**src/rtl/dvi_stream_sync.sv**
```systemverilog
// DVI raster generator that locks a valid/ready pixel stream (SOF/EOL marked) to the timing.
// Optional build macro DVI_STREAM_SYNC_PATTERN_EN: colour bars replace black while unlocked.
module dvi_stream_sync #(
  parameter int COLOR_W  = 8,
  parameter int H_ACTIVE = 640,
  parameter int H_FP     = 16,
  parameter int H_SYNC   = 96,
  parameter int H_BP     = 48,
  parameter int V_ACTIVE = 480,
  parameter int V_FP     = 10,
  parameter int V_SYNC   = 2,
  parameter int V_BP     = 33,
  parameter bit HS_POL   = 1'b0,
  parameter bit VS_POL   = 1'b0,
  localparam int H_TOTAL = H_ACTIVE + H_FP + H_SYNC + H_BP,
  localparam int V_TOTAL = V_ACTIVE + V_FP + V_SYNC + V_BP,
  localparam int HW      = $clog2(H_TOTAL),
  localparam int VW      = $clog2(V_TOTAL)
) (
  input  logic               clk_i,
  input  logic               rst_ni,
  input  logic               s_valid_i,
  output logic               s_ready_o,
  input  logic               s_sof_i,
  input  logic               s_eol_i,
  input  logic [COLOR_W-1:0] s_red_i,
  input  logic [COLOR_W-1:0] s_green_i,
  input  logic [COLOR_W-1:0] s_blue_i,
  output logic               de_o,
  output logic               hsync_o,
  output logic               vsync_o,
  output logic [COLOR_W-1:0] red_o,
  output logic [COLOR_W-1:0] green_o,
  output logic [COLOR_W-1:0] blue_o,
  output logic [HW-1:0]      x_o,
  output logic [VW-1:0]      y_o,
  output logic               locked_o,
  output logic               frame_start_o,
  output logic               err_o
);

  typedef struct packed {
    logic [COLOR_W-1:0] r;
    logic [COLOR_W-1:0] g;
    logic [COLOR_W-1:0] b;
  } pix_t;

  typedef enum logic {SEEK, LOCKED} state_t;

  localparam logic [HW-1:0] H_LAST = HW'(H_TOTAL - 1);
  localparam logic [VW-1:0] V_LAST = VW'(V_TOTAL - 1);

  logic [HW-1:0] h;
  logic [VW-1:0] v;
  logic          active, at_org, line_end, in_hs, in_vs;
  logic          ready, err;
  state_t        state, state_d;
  pix_t          beat, pix_d, pix_q, seek_pix;

  always_ff @(posedge clk_i or negedge rst_ni) begin
    if (!rst_ni) begin
      h <= '0;
      v <= '0;
    end else if (h == H_LAST) begin
      h <= '0;
      v <= (v == V_LAST) ? '0 : v + 1'b1;
    end else begin
      h <= h + 1'b1;
    end
  end

  // Compare in int so sync windows ending exactly at the total do not overflow.
  assign active   = (int'(h) < H_ACTIVE) && (int'(v) < V_ACTIVE);
  assign at_org   = (h == '0) && (v == '0);
  assign line_end = (int'(h) == H_ACTIVE - 1);
  assign in_hs    = (int'(h) >= H_ACTIVE + H_FP) && (int'(h) < H_ACTIVE + H_FP + H_SYNC);
  assign in_vs    = (int'(v) >= V_ACTIVE + V_FP) && (int'(v) < V_ACTIVE + V_FP + V_SYNC);
  assign beat     = '{r: s_red_i, g: s_green_i, b: s_blue_i};

`ifdef DVI_STREAM_SYNC_PATTERN_EN
  logic [2:0] bar;

  // bar = h*8/H_ACTIVE, realised as compares against constant thresholds.
  always_comb begin
    bar = '0;
    for (int k = 1; k < 8; k++)
      if (int'(h) >= (k * H_ACTIVE + 7) / 8) bar = bar + 3'd1;
    seek_pix = '0;
    if (active)
      seek_pix = '{r: {COLOR_W{bar[2]}}, g: {COLOR_W{bar[1]}}, b: {COLOR_W{bar[0]}}};
  end
`else
  assign seek_pix = '0;
`endif

  always_ff @(posedge clk_i or negedge rst_ni) begin
    if (!rst_ni) state <= SEEK;
    else         state <= state_d;
  end

  always_comb begin
    state_d = state;
    ready   = 1'b0;
    err     = 1'b0;
    pix_d   = '0;
    case (state)
      SEEK: begin
        pix_d = seek_pix;
        ready = ~s_sof_i | at_org;
        if (s_valid_i && s_sof_i && at_org) begin
          state_d = LOCKED;
          pix_d   = beat;
        end
      end
      LOCKED: begin
        ready = active;
        if (active) begin
          if (!s_valid_i || (s_eol_i != line_end) || (s_sof_i != at_org)) begin
            err     = 1'b1;
            state_d = SEEK;
          end else begin
            pix_d = beat;
          end
        end
      end
      default: state_d = SEEK;
    endcase
  end

  assign s_ready_o = rst_ni & ready;

  always_ff @(posedge clk_i or negedge rst_ni) begin
    if (!rst_ni) begin
      de_o          <= 1'b0;
      hsync_o       <= ~HS_POL;
      vsync_o       <= ~VS_POL;
      pix_q         <= '0;
      x_o           <= '0;
      y_o           <= '0;
      locked_o      <= 1'b0;
      frame_start_o <= 1'b0;
      err_o         <= 1'b0;
    end else begin
      de_o          <= active;
      hsync_o       <= in_hs ? HS_POL : ~HS_POL;
      vsync_o       <= in_vs ? VS_POL : ~VS_POL;
      pix_q         <= pix_d;
      x_o           <= h;
      y_o           <= v;
      locked_o      <= (state == LOCKED);
      frame_start_o <= at_org;
      err_o         <= err;
    end
  end

  assign red_o   = pix_q.r;
  assign green_o = pix_q.g;
  assign blue_o  = pix_q.b;

endmodule

```
**config.mk**
```make
export PLATFORM = sky130hd
export DESIGN_NAME = dvi_stream_sync
export DESIGN_NICKNAME = d
export VERILOG_FILES = /design/src/rtl/dvi_stream_sync.sv
export SDC_FILE = /design/constraint.sdc
export NUM_CORES = 1
export LEC_CHECK = 0
export BUFFER_PORTS_ARGS = -buffer_cell sky130_fd_sc_hd__buf_4
export CELL_PAD_IN_SITES_DETAIL_PLACEMENT = 0
export CELL_PAD_IN_SITES_GLOBAL_PLACEMENT = 1
export CORE_ASPECT_RATIO = 0.5
export CORE_MARGIN = 3
export CORE_UTILIZATION = 35
export CTS_BUF_LIST = sky130_fd_sc_hd__clkbuf_8
export DETAILED_ROUTE_END_ITERATION = 10
export HOLD_SLACK_MARGIN = 0.02
export PLACE_DENSITY = 0.74
export SLEW_MARGIN = 20
export SYNTH_ARGS = -nofsm -noshare
export SYNTH_HDL_FRONTEND = slang
export SYNTH_SLANG_ARGS = --single-unit
```
**constraint.sdc**
```tcl
create_clock -name clk_i -period 3.6 [get_ports clk_i]
set_clock_uncertainty 0.2 [all_clocks]
set_input_delay 0.36 -clock clk_i [delete_from_list [all_inputs] [get_ports clk_i]]
set_output_delay 0.36 -clock clk_i [all_outputs]
set_load 0.01 [all_outputs]
```
# Word-level counts from Yosys, hierarchy flattened
# Cells that the tools add are included.
totals:
  ff_bits: 71
  in_bits: 29
  output_inout_bits: 51
classes:
  addsub: 2
  magnitude_cmp: 6
  n_eq_ne: 5
  n_mux: 16
  bitwise: 4
  n_reduce_logical: 11
ops:
  columns: ["cell", "count"]
  rows:
  - ["$mux 24", 3]
  - ["$pmux 24 s2", 1]
  - ["$eq 10x10->1 const B", 3]
  - ["$add 10x1->10 const B", 2]
  - ["$logic_not 10->1", 2]
  - ["$lt 10x10->1 const B", 2]
  - ["$lt 10x9->1 const B", 2]
  - ["$mux 10", 2]
  - ["$ge 10x10->1 const B", 1]
  - ["$ge 10x9->1 const B", 1]
  - ["$mux 1", 8]
  - ["$logic_and 1x1->1", 6]
  - ["$pmux 1 s2", 2]
  - ["$logic_or 1x1->1", 2]
  - ["$ne 1x1->1", 2]
  - ["$not 1->1", 2]
  - ["$and 1x1->1", 1]
  - ["$logic_not 1->1", 1]
  - ["$or 1x1->1", 1]

# Depth between registers and ports, before layout
# Gate-level depths: netlist of run 1.
depth:
  ltp_word: 7
  mapped_depth: 10
  mapped_depth_nobuf: 10

# Worst setup path after synthesis of run 1
# OpenSTA, ideal clock, no wires.
synth_timing:
  path_type: "reg2reg"
  start: "reg v[0]"
  end: "reg pix_q (netlist bit blue_o[0])"
  arrival_ns: 2.395
  setup_slack_ns: 0.881
  stages_incl_launch_ff: 11
  path_buffers: 1
  synth_period_minus_slack_ns: 2.719
  cell_sequence: "dfrtp_1 inv_1 ha_1 nor2b_1 nand4_1 or4_1 ha_1 and3_1 o211ai_1 buf_4 a21boi_2"
synth_lines:
  columns: ["item", "line_no", "rtl"]
  rows:
  - ["start: declaration", "54", "logic [VW-1:0] v;"]
  - ["start signal: assignment", "66", "v <= (v == V_LAST) ? '0 : v + 1'b1;"]
  - ["end signal: assignment", "147", "pix_q <= pix_d;"]
  - ["end: declaration", "58", "pix_t beat, pix_d, pix_q, seek_pix;"]

# Worst setup path after layout of run 1
layout_timing:
  start: "reg v[0]"
  end: "out s_ready_o"
layout_via:
  elab_chain_len: 5
  elab_cells_between_ends: 7
layout_rtl:
  columns: ["item", "line_no", "rtl"]
  rows:
  - ["parallel branches: the longest is 3 deep, another holds $lt 10x9->1", null, null]
  - ["$pmux 1 s2 (*)", "106", "case (state)"]
  - ["$and 1x1->1 (*)", "130", "assign s_ready_o = rst_ni & ready;"]
  - ["end: declaration", "23", "output logic s_ready_o,"]
# Mark *: on every way between the ends.

==> reports/qor.yml, run 1 <==
run_status:
  status: "finished clean"
setup_path:
  crit_type: "register to output port"
  crit_required_ps: 3040
  critPathArrivalTime_ps: 2630
  startpoint_type: "register"
  end_kind: "output port"
  cp_max_fo: 6
  r2r.worst_path.cells: 10
placed_design:
  place_congestion: 0.786
  dp_hpwl_um: 4200
  port_buffers: 79
  dpl.cell_count: 393
  dpl_cell_area_um2: 3500
layout:
  regArea_um2: 1780
  drive_above_1_share_pct: 39.9
  postLayoutCellArea_um2: 3690
  multi_input_area_um2: 961
  areaGrowthSynthToFinish_pct: 30.8
  nets: 330
  fillCellCount: 689
  fin_cells: 409
  n_antenna_cell: 0
cts:
  cts.sinks: 71
  clkLatencyLatePin_ps: 340
  hold_buffers: 0
  cts_tree: "built"
  clockBufferDepth: 2
  root_buffer: "clkbuf_8"
  cts_resized: 0
  post_cts_buffers: 0
  path_clk_slew_ps: 70
  htreeDepth: 3
  numCtsBuffers: 9
timing:
  min_period_ps: 3190
  fin_setup_tns_ps: 0
  hold_violations: 0
  max_freq_mhz: 313
  slew_viol_final: 0
  worst_slew_pin_slew_ps: 852
  rsz0062_at_grt: "no"
  min_period_over_period_pct: 88.7
  whs_ps: 42.0
  relSlewSlack_pct: 43.2
  setup_viol: 0
drt:
  drtPass1Iterations: 4
  drtIter0Drc: 82
  drtAntennaViolNets: 0
  post_drt_wl_per_cell_um: 14.4
  drcViolationCount: 0
  routed_wirelength_um: 5890
  viasPerCell: 4.77
  vias: 1951
floorplanning:
  pin_count: 80
  coreArea_um2: 7570
  start_util_pct: 37.3
  die-height_um: 69.5
  die-area_um2: 9240
  rows: 22
  die_w_um: 133
synthesis:
  netlist_instances: 214
  synthesis.nets: 248
  ys_async_sr_fraction_pct: 100
  synth_warnings: 0
  synth-seq-area-share_pct: 63.0
  synth_area_per_cell_um2: 13.2
  ys.flop_type: "dfrtp_1"
  synth_area_um2: 2820
  synth_seq_cells: 71
  synth-edff-count: 0
  synth_cell_type_count: 41
global_routing:
  track_usage_pct: 13.7
  grt_max_degree: 72
  grt_pass1_wl_um: 10100
  grt_pass1_vias: 2014
  grt-ovfl-total: 0
  antenna_found_initial: 0
power_and_ir_drop:
  ir_drop_mv: 0.160
  cellPowerDensity_nw_per_um2: 386
  p_leak_nw: 1.82
min_path:
  hold_class: "input port to async pin"
job:
  cap_violations: 0
## flip-flops by register name (all words and copies together) (netlist names)
register and cells:
locked_o 1, red_o 8, blue_o 8, vsync_o 1, x_o 10, green_o 8, hsync_o 1, err_o 1
y_o 10, h 10, v 10, de_o 1, state 1, frame_start_o 1
## path summary, 6_finish.rpt
path                                   from         to  slack (ps)
min in group clk_i              s_blue_i[6]  blue_o[6]          60
worst max-delay path                   v[0]  s_ready_o         410
worst min-delay path                 rst_ni   red_o[2]          40
worst max register to register         v[0]   red_o[2]         490
max in group asynchronous            rst_ni     y_o[8]        2610
worst min register to register         v[0]     y_o[0]         240
## power breakdown
part            total, W  switching [W]  internal [W]
Clock           0.000578       0.000259      0.000318
Sequential      0.000798              0      0.000798
Combinational  0.0000504      0.0000226     0.0000278
Total            0.00143       0.000282       0.00114
## routing by layer
metal / wire (um) / vias up / GRT usage, %
met5: 0 / - / 0
met4: 79 / 0 / 5.18
met3: 308 / 8 / 4.78
met2: 2870 / 49 / 21.8
met1: 2630 / 959 / 17.3
li1: - / 935 / -
## cell usage after synthesis (2+ instances only)
master    instances  area (um^2)
nor2_1            8         30.0
and4_1            4         35.0
nor2b_1           2         12.5
nor4_1            3         18.8
nand2_1           8         30.0
xor2_1            6         52.6
buf_2             3         15.0
clkbuf_1          3         11.3
a21boi_2         20          225
ha_1              5         62.6
or4_1             2         15.0
buf_4             2         15.0
dfrtp_1          69         1730
o21ai_0          11         55.1
nor3_1            2         10.0
dfstp_2           2         52.6
buf_6             2         22.5
nand4_1           7         43.8
and3_1            9         56.3
a21boi_0          4         30.0
nand3_1          11         55.1
a31oi_1           4         25.0
inv_1             5         18.8
xnor2_1           5         43.8
## critical path, cell delays in order (launching register included)
cell and delay (ps):
dfrtp_1 410, inv_1 110, ha_1 140, nor2b_1 370, nand4_1 120, or4_1 540, ha_1 210, nor2_1 90
a21oi_1 50, nor2b_1 130, buf_4 140
## placed cells by master, fill, tap and decap left out, types with 2 or more instances in the layout
cell type,count
buf_4,81
dfrtp_1,69
a21boi_2,20
clkbuf_8,13
nand3_1,11
o21ai_0,11
and3_1,9
inv_1,8
nor2_1,8
nand2_1,8
nand4_1,7
xor2_1,6
xnor2_1,5
ha_1,5
and4_1,4
a31oi_1,4
a21boi_0,4
nor4_1,3
nor2b_1,2
or4_1,2
nor3_1,2
dfstp_2,2
## through the flow
step           utilization (%)  power [W]  setup slack (ps)
6_report                  48.8    0.00143               408
3_5_place_dp              46.3   0.000865               513
2_1_floorplan                -   0.000822               881
3_3_place_gp              46.3   0.000864               615
5_1_grt                   48.8    0.00149               214
4_1_cts                   48.8    0.00145               375
## kinds of logic (layout without fill, tap and decap cells)
group                      count (synthesis)  in the layout  share of synthesized area (%)
DFF                                       71             71                           63.0
xor gates and xnor gates                  11             11                           3.41
buffers and inverters                     15            102                           2.93
muxes                                      1              1                          0.355
AOI/OAI and AO/OA                         45             45                           13.5
adders and majority gates                  5              5                           2.22
and+or+nand+nor                           66             66                           14.5
## area by class of cell
| type | count | share of cell area (%) |
|---|---|---|
| Clock inverter | 3 | 0.305 |
| Clock buffer | 13 | 4.85 |
| Multi-Input combinational cell | 128 | 26.0 |
| Timing Repair Buffer | 81 | 16.5 |
| Sequential cell | 71 | 48.2 |
| Inverter | 5 | 0.508 |
| Tap cell | 108 | 3.66 |
Note: power is estimated with default switching activity, not from simulation.
==> inputs of run 2 (changes only) <==
--- a/config.mk
+++ b/config.mk
@@ -5,6 +5,7 @@
 export SDC_FILE = /design/constraint.sdc
 export NUM_CORES = 1
 export LEC_CHECK = 0
+export ABC_AREA = 1
 export BUFFER_PORTS_ARGS = -buffer_cell sky130_fd_sc_hd__buf_4
 export CELL_PAD_IN_SITES_DETAIL_PLACEMENT = 0
 export CELL_PAD_IN_SITES_GLOBAL_PLACEMENT = 1
@@ -14,7 +15,7 @@
 export CTS_BUF_LIST = sky130_fd_sc_hd__clkbuf_8
 export DETAILED_ROUTE_END_ITERATION = 10
 export HOLD_SLACK_MARGIN = 0.02
-export PLACE_DENSITY = 0.74
+export PLACE_DENSITY = 0.76
 export SLEW_MARGIN = 20
 export SYNTH_ARGS = -nofsm -noshare
 export SYNTH_HDL_FRONTEND = slang
==> run 2 against run 1 <==
Against the previous run:
- setup slack improved by 580 ps
- first-iteration DRC count rose by 51%
- register-to-register slack better by 640 ps
- clock power is 5.2% higher
- global-route usage is 0.62 points higher
- flip-flop and latch count unchanged
- die area grew 5.3%
- utilization rose by 0.29 points
- critical path type unchanged
- design area rose by 8.2%
==> reports/qor.yml, run 2 <==
global_routing:
  track_usage_pct: 14.3  # +0.62 points
  antenna_found_initial: 0  # unchanged
  grt_pass1_vias: 2187  # +8.6%
  grt_max_degree: 72  # unchanged
  grt-ovfl-total: 0  # unchanged
  grt_pass1_wl_um: 10800  # +6.3%
floorplanning:
  start_util_pct: 36.6  # -0.66 points
  die-area_um2: 9730  # +5.3%
  pin_count: 80  # unchanged
  rows: 23  # +4.5%
  die-height_um: 71.3  # +2.6%
  die_w_um: 137  # +2.7%
  coreArea_um2: 8140  # +7.6%
layout:
  final_common_cell: "buf_4"
  regArea_um2: 1780  # unchanged
  final_cell_mix: "buf_4, dfrtp_1, inv_1, nand2_1, nor2_1"
  areaGrowthSynthToFinish_pct: 34.0
  fillCellCount: 784  # +14%
  multi_input_area_um2: 913  # -4.9%
  n_antenna_cell: 0  # unchanged
  nets: 426  # +29%
  utilization_pct: 49.1  # +0.29 points
  drive_above_1_share_pct: 33.8  # -6.1 points
synthesis:
  synth_area_per_cell_um2: 10.2  # -23%
  synthesis.nets: 327  # +32%
  synth-edff-count: 0  # unchanged
  synth_top_cell_by_area: "dfrtp_1"
  ys.flop_type: "dfrtp_1"
  synthTopCellsByCount: "dfrtp_1, inv_1, nand2_1"
  synth_area_um2: 2980  # +5.7%
  synth_warnings: 0  # unchanged
  synth-seq-area-share_pct: 59.6  # -3.4 points
  synth_cell_type_count: 29  # -29%
  ys_async_sr_fraction_pct: 100  # unchanged
  yosysTopAreaCellShare_pct: 57.9  # -3.3 points
  netlist_instances: 293  # +37%
  yosys-top-cells-area: "dfrtp_1, inv_1, a21oi_2"
  synth_seq_cells: 71  # unchanged
  synth.most_common_cell: "dfrtp_1"
drt:
  post_drt_wl_per_cell_um: 12.7  # -12%
  vias: 2265  # +16%
  drtPass1Iterations: 4  # unchanged
  drtAntennaViolNets: 0  # unchanged
  routed_wirelength_um: 6460  # +9.6%
  drcViolationCount: 0  # unchanged
  viasPerCell: 4.45  # -6.7%
  drtIter0Drc: 124  # +51%
power_and_ir_drop:
  p_leak_nw: 2.10  # +15%
  ir_drop_mv: 0.236  # +47%
  cellPowerDensity_nw_per_um2: 368  # -4.7%
run_status:
  status: "finished clean"
timing:
  min_period_over_period_pct: 72.5  # -16 points
  rsz0062_at_grt: "no"
  hold_violations: 0  # unchanged
  setup_viol: 0  # unchanged
  min_period_ps: 2610  # -582 ps
  slew_viol_final: 0  # unchanged
  worst_slew_pin_slew_ps: 872  # +20.2 ps
  fin_setup_tns_ps: 0  # unchanged
  relSlewSlack_pct: 41.8  # -1.3 points
  max_freq_mhz: 383  # +22%
cts:
  numCtsBuffers: 9  # unchanged
  cts.sinks: 71  # unchanged
  cts_resized: 0  # unchanged
  clockBufferDepth: 2  # unchanged
  clkLatencyLatePin_ps: 340  # about the same
  post_cts_buffers: 0  # unchanged
  cts_tree: "built"
  path_clk_slew_ps: 80  # about the same
  htreeDepth: 3  # unchanged
  root_buffer: "clkbuf_8"
  hold_buffers: 7  # +7
setup_path:
  end_kind: "output port"
  cp_max_fo: 6  # unchanged
  startpoint_type: "register"
  crit_required_ps: 3040  # about the same
  critPathArrivalTime_ps: 2050  # -580 ps
  crit_type: "register to output port"
placed_design:
  dp_hpwl_um: 4620  # +10%
  port_buffers: 79  # unchanged
  place_congestion: 0.791  # +0.59%
job:
  cap_violations: 0  # unchanged
min_path:
  hold_class: "input port to async pin"
==> run 2: final cells by class <==
type / count / area share [%]
Sequential cell: 71 / 44.5
Multi-Input combinational cell: 154 / 22.9
Timing Repair Buffer: 94 / 18.5
Inverter: 62 / 5.82
Tap cell: 112 / 3.51
Clock buffer: 10 / 3.44
Clock inverter: 6 / 1.31
==> run 2: layer usage <==
| layer | vias to the layer above | part of all wire, % | track usage, % |
|---|---|---|---|
| met4 | 0 | 0.90 | 4.36 |
| met1 | 1084 | 45 | 18.7 |
| li1 | 1118 | - | - |
| met3 | 6 | 6.0 | 4.77 |
| met2 | 57 | 48 | 22.9 |
| met5 | - | 0 | 0 |
==> run 2: final timing paths <==
| path | from | endpoint | slack [ps] | depth (start not counted) |
|---|---|---|---|---|
| max | v[0] | s_ready_o | 990 | 9 |
| min | rst_ni | red_o[1] | 50 | 2 |
| max reg2reg | v[0] | red_o[2] | 1130 | 10 |
| min reg2reg | h[9] | x_o[9] | 220 | 0 |
| max in group asynchronous | rst_ni | x_o[5] | 2590 | 2 |
| min in group clk_i | s_blue_i[5] | blue_o[5] | 50 | 3 |
==> run 2: power breakdown <==
part           leakage [nW]  switching [W]  internal (W)  total (W)
clock network         0.108       0.000278      0.000330   0.000608
logic                  1.04      0.0000311     0.0000342  0.0000653
registers             0.956              0      0.000798   0.000798
==> run 2: worst max-delay path, stage by stage (launching register included) <==
cell     delay, ps
dfrtp_1        450
inv_1          120
ha_1           230
nand4_1        110
nor3_1         160
nand2_1        100
ha_1           190
nor2_1         110
o21a_1         130
buf_4          110
==> run 2: kinds of logic (layout without fill, tap and decap cells) <==
| family | count (synthesis) | after routing | share of synthesized area [%] |
|---|---|---|---|
| DFF | 71 | 71 | 59.6 |
| xor gates and xnor gates | 5 | 5 | 1.47 |
| and+or+nand+nor | 104 | 104 | 17.7 |
| buffers and inverters | 68 | 172 | 9.73 |
| AOI/OAI and AO/OA | 40 | 40 | 9.31 |
| adders and majority gates | 5 | 5 | 2.10 |
==> run 2: through the flow <==
stage	hold WS [ps]	std cells	area (um^2)	total power [W]	setup slack [ps]
global placement	207	479	3670	0.000867	1160
detailed placement	204	479	3670	0.000868	1140
CTS	20.7	502	3930	0.00150	930
finish	47.8	509	4000	0.00147	991
floorplan	-136	293	2980	0.000825	1580
global route	21.4	509	4000	0.00155	785
==> inputs of run 3 (changes only) <==
--- a/config.mk
+++ b/config.mk
@@ -15,7 +15,7 @@
 export CTS_BUF_LIST = sky130_fd_sc_hd__clkbuf_8
 export DETAILED_ROUTE_END_ITERATION = 10
 export HOLD_SLACK_MARGIN = 0.02
-export PLACE_DENSITY = 0.76
+export PLACE_DENSITY = 0.79
 export SLEW_MARGIN = 20
 export SYNTH_ARGS = -nofsm -noshare
 export SYNTH_HDL_FRONTEND = slang
==> constraint.sdc (replaced) <==
create_clock -name clk_i -period 2.4 [get_ports clk_i]
set_clock_uncertainty 0.2 [all_clocks]
set_input_delay 0.24 -clock clk_i [delete_from_list [all_inputs] [get_ports clk_i]]
set_output_delay 0.24 -clock clk_i [all_outputs]
set_load 0.01 [all_outputs]
==> run 3 against run 2 <==
Against the previous run:
- power grew 60%
- routed wire length rose by 3.6%
- non-clock buffer count increased by 19
- die area did not move
- critical path type unchanged
- largest power group unchanged
==> reports/qor.yml, run 3 (synthesized netlist as in run 2, its figures left out) <==
timing:
  worst_slew_pin_slew_ps: 854  # -17.8 ps
  setup_viol: 0  # unchanged
  max_freq_mhz: 436
  min_period_over_period_pct: 95.5
  min_period_ps: 2290
  relSlewSlack_pct: 43.0  # +1.2 points
  hold_violations: 0  # unchanged
  rsz0062_at_grt: "yes"
  slew_viol_final: 0  # unchanged
power_and_ir_drop:
  power_w: 0.00235  # +60%
  ir_drop_mv: 0.357  # +51%
  power.internal_w: 0.00189  # +63%
  pwr-share-comb_pct: 4.8  # +0.4 points
  p_sw_w: 0.000462  # +50%
  swShare_pct: 19.6  # -1.4 points
  clkPwrFrac_pct: 44.4  # +3.1 points
  cellPowerDensity_nw_per_um2: 556  # +51%
  p_leak_nw: 2.22  # +5.4%
  p_seq_share_pct: 50.8  # -3.4 points
cts:
  htreeDepth: 3  # unchanged
  clockBufferDepth: 2  # unchanged
  root_buffer: "clkbuf_8"
  cts.sinks: 71  # unchanged
  clkLatencyLatePin_ps: 340  # about the same
  path_clk_slew_ps: 70  # about the same
  numCtsBuffers: 9  # unchanged
  cts_tree: "built"
layout:
  final_cell_mix: "buf_4, dfrtp_1, inv_1, nand2_1, dlygate4sd3_1"
  drive_above_1_share_pct: 35.3  # +1.6 points
  final_common_cell: "buf_4"
  nets: 445  # +4.5%
  fillCellCount: 741  # -5.5%
  postLayoutCellArea_um2: 4230  # +5.9%
  areaGrowthSynthToFinish_pct: 41.9
  n_antenna_cell: 0  # unchanged
  fin_cells: 528  # +3.7%
drt:
  vias: 2345  # +3.5%
  drtPass1Iterations: 4  # unchanged
  post_drt_wl_per_cell_um: 12.7  # -0.17%
  drcViolationCount: 0  # unchanged
  routed_wirelength_um: 6690  # +3.6%
  drtIter0Drc: 160  # +29%
  drtAntennaViolNets: 0  # unchanged
  viasPerCell: 4.44  # -0.19%
min_path:
  hold_class: "input port to register"
  min_to: "err_o"
  min_path_cells: 6
  min_from: "s_valid_i"
floorplanning:
  die-area_um2: 9730  # unchanged
  rows: 23  # unchanged
  pin_count: 80  # unchanged
  coreArea_um2: 8140  # unchanged
  start_util_pct: 36.6  # unchanged
  die_w_um: 137  # unchanged
  die-height_um: 71.3  # unchanged
placed_design:
  port_buffers: 79  # unchanged
  dpl.cell_count: 484  # +1.0%
  place_congestion: 0.808  # +2.2%
  dp_hpwl_um: 4570  # -1.0%
  dpl_cell_area_um2: 3720  # +1.4%
global_routing:
  use_met1_pct: 18.0  # -0.64 points
  antenna_found_initial: 0  # unchanged
  grt_max_degree: 72  # unchanged
  grtUsageMet2_pct: 24.5  # +1.6 points
  grt-ovfl-total: 0  # unchanged
  track_usage_pct: 14.7  # +0.39 points
  grt_pass1_wl_um: 11300  # +4.8%
  grt_pass1_vias: 2394  # +9.5%
  met3_usage_pct: 5.12  # +0.35 points
  grt-busiest-layer: "met2"
setup_path:
  crit_type: "register to output port"
  end_kind: "output port"
  r2r_end: "red_o[7]"
  rrSetupSlack_ps: 200  # -930 ps
  cp_max_fo: 4  # -2
  r2r.worst_path.cells: 11  # +1
  critPathArrivalTime_ps: 1850  # -200 ps
  r2r-start: "v[0]"
  startpoint_type: "register"
  crit_required_ps: 1960  # -1080 ps
job:
  cap_violations: 0  # unchanged
run_status:
  status: "finished clean"
==> run 3: cell types whose count changed in the layout (fill, tap and decap cells not counted), moves of 2 or more <==
cell	change
dlygate4sd3_1	+11
buf_4	+7
clkinv_2	-2
inv_2	+2
ha_1	-2
inv_1	-2
==> run 3: stage by stage <==
stage	hold slack (ps)	util [%]	setup slack [ps]	setup TNS [ps]
global placement	205	45.6	254	0
global route	174	52.0	-24.8	-24.8
CTS	112	51.6	4.15	0
floorplan	-256	-	383	0
finish	131	52.0	108	0
detailed placement	211	45.6	224	0
==> run 3: layer usage <==
layer  up-vias  routed length [um]
met5         -                   0
met4         0                 115
met3        13                 328
met2        65                3460
met1      1108                2790
li1       1159                   -
==> run 3: worst max path at each step <==
| stage | startpoint | endpoint | depth (start not counted) |
|---|---|---|---|
| finish | v[0] | s_ready_o | 9 |
| global route | v[1] | s_ready_o | 9 |
| CTS | h[0] | s_ready_o | 9 |
| detailed placement | v[0] | red_o[2] | 11 |
| global placement | v[0] | red_o[7] | 11 |
| floorplan | v[0] | red_o[5] | 11 |
==> run 3: worst max-delay path: stages, from the launching register on <==
cell and delay [ps]:
dfrtp_1 400, inv_2 90, ha_4 140, nand4_1 100
nor3_2 190, nand2_1 100, ha_2 180, nor2_1 80
o21a_1 110, buf_4 110
==> run 3: area by class of cell <==
type	instances	area, um^2	area share [%]
Sequential cell	71	1780	42.0
Clock inverter	5	72.6	1.71
Multi-Input combinational cell	154	933	22.1
Inverter	62	233	5.50
Tap cell	112	140	3.31
Clock buffer	11	151	3.58
Timing Repair Buffer	113	923	21.8
==> run 3: power by group through the flow <==
stage                     combinational [W]  clock, W  sequential [W]
after global routing               0.000127   0.00113         0.00120
final                              0.000113   0.00104         0.00120
after global placement            0.0000816         0         0.00122
after floorplan                   0.0000178         0         0.00122
after detailed placement          0.0000823         0         0.00122
after CTS                          0.000115   0.00107         0.00120
==> run 3: timing repair <==
action,in CTS,in global routing
hold endpoints to repair,93,0
buffers inserted,1,2
hold buffers,25,0
setup endpoints to repair,1,2
pin swaps,0,6
resized for setup,2,4
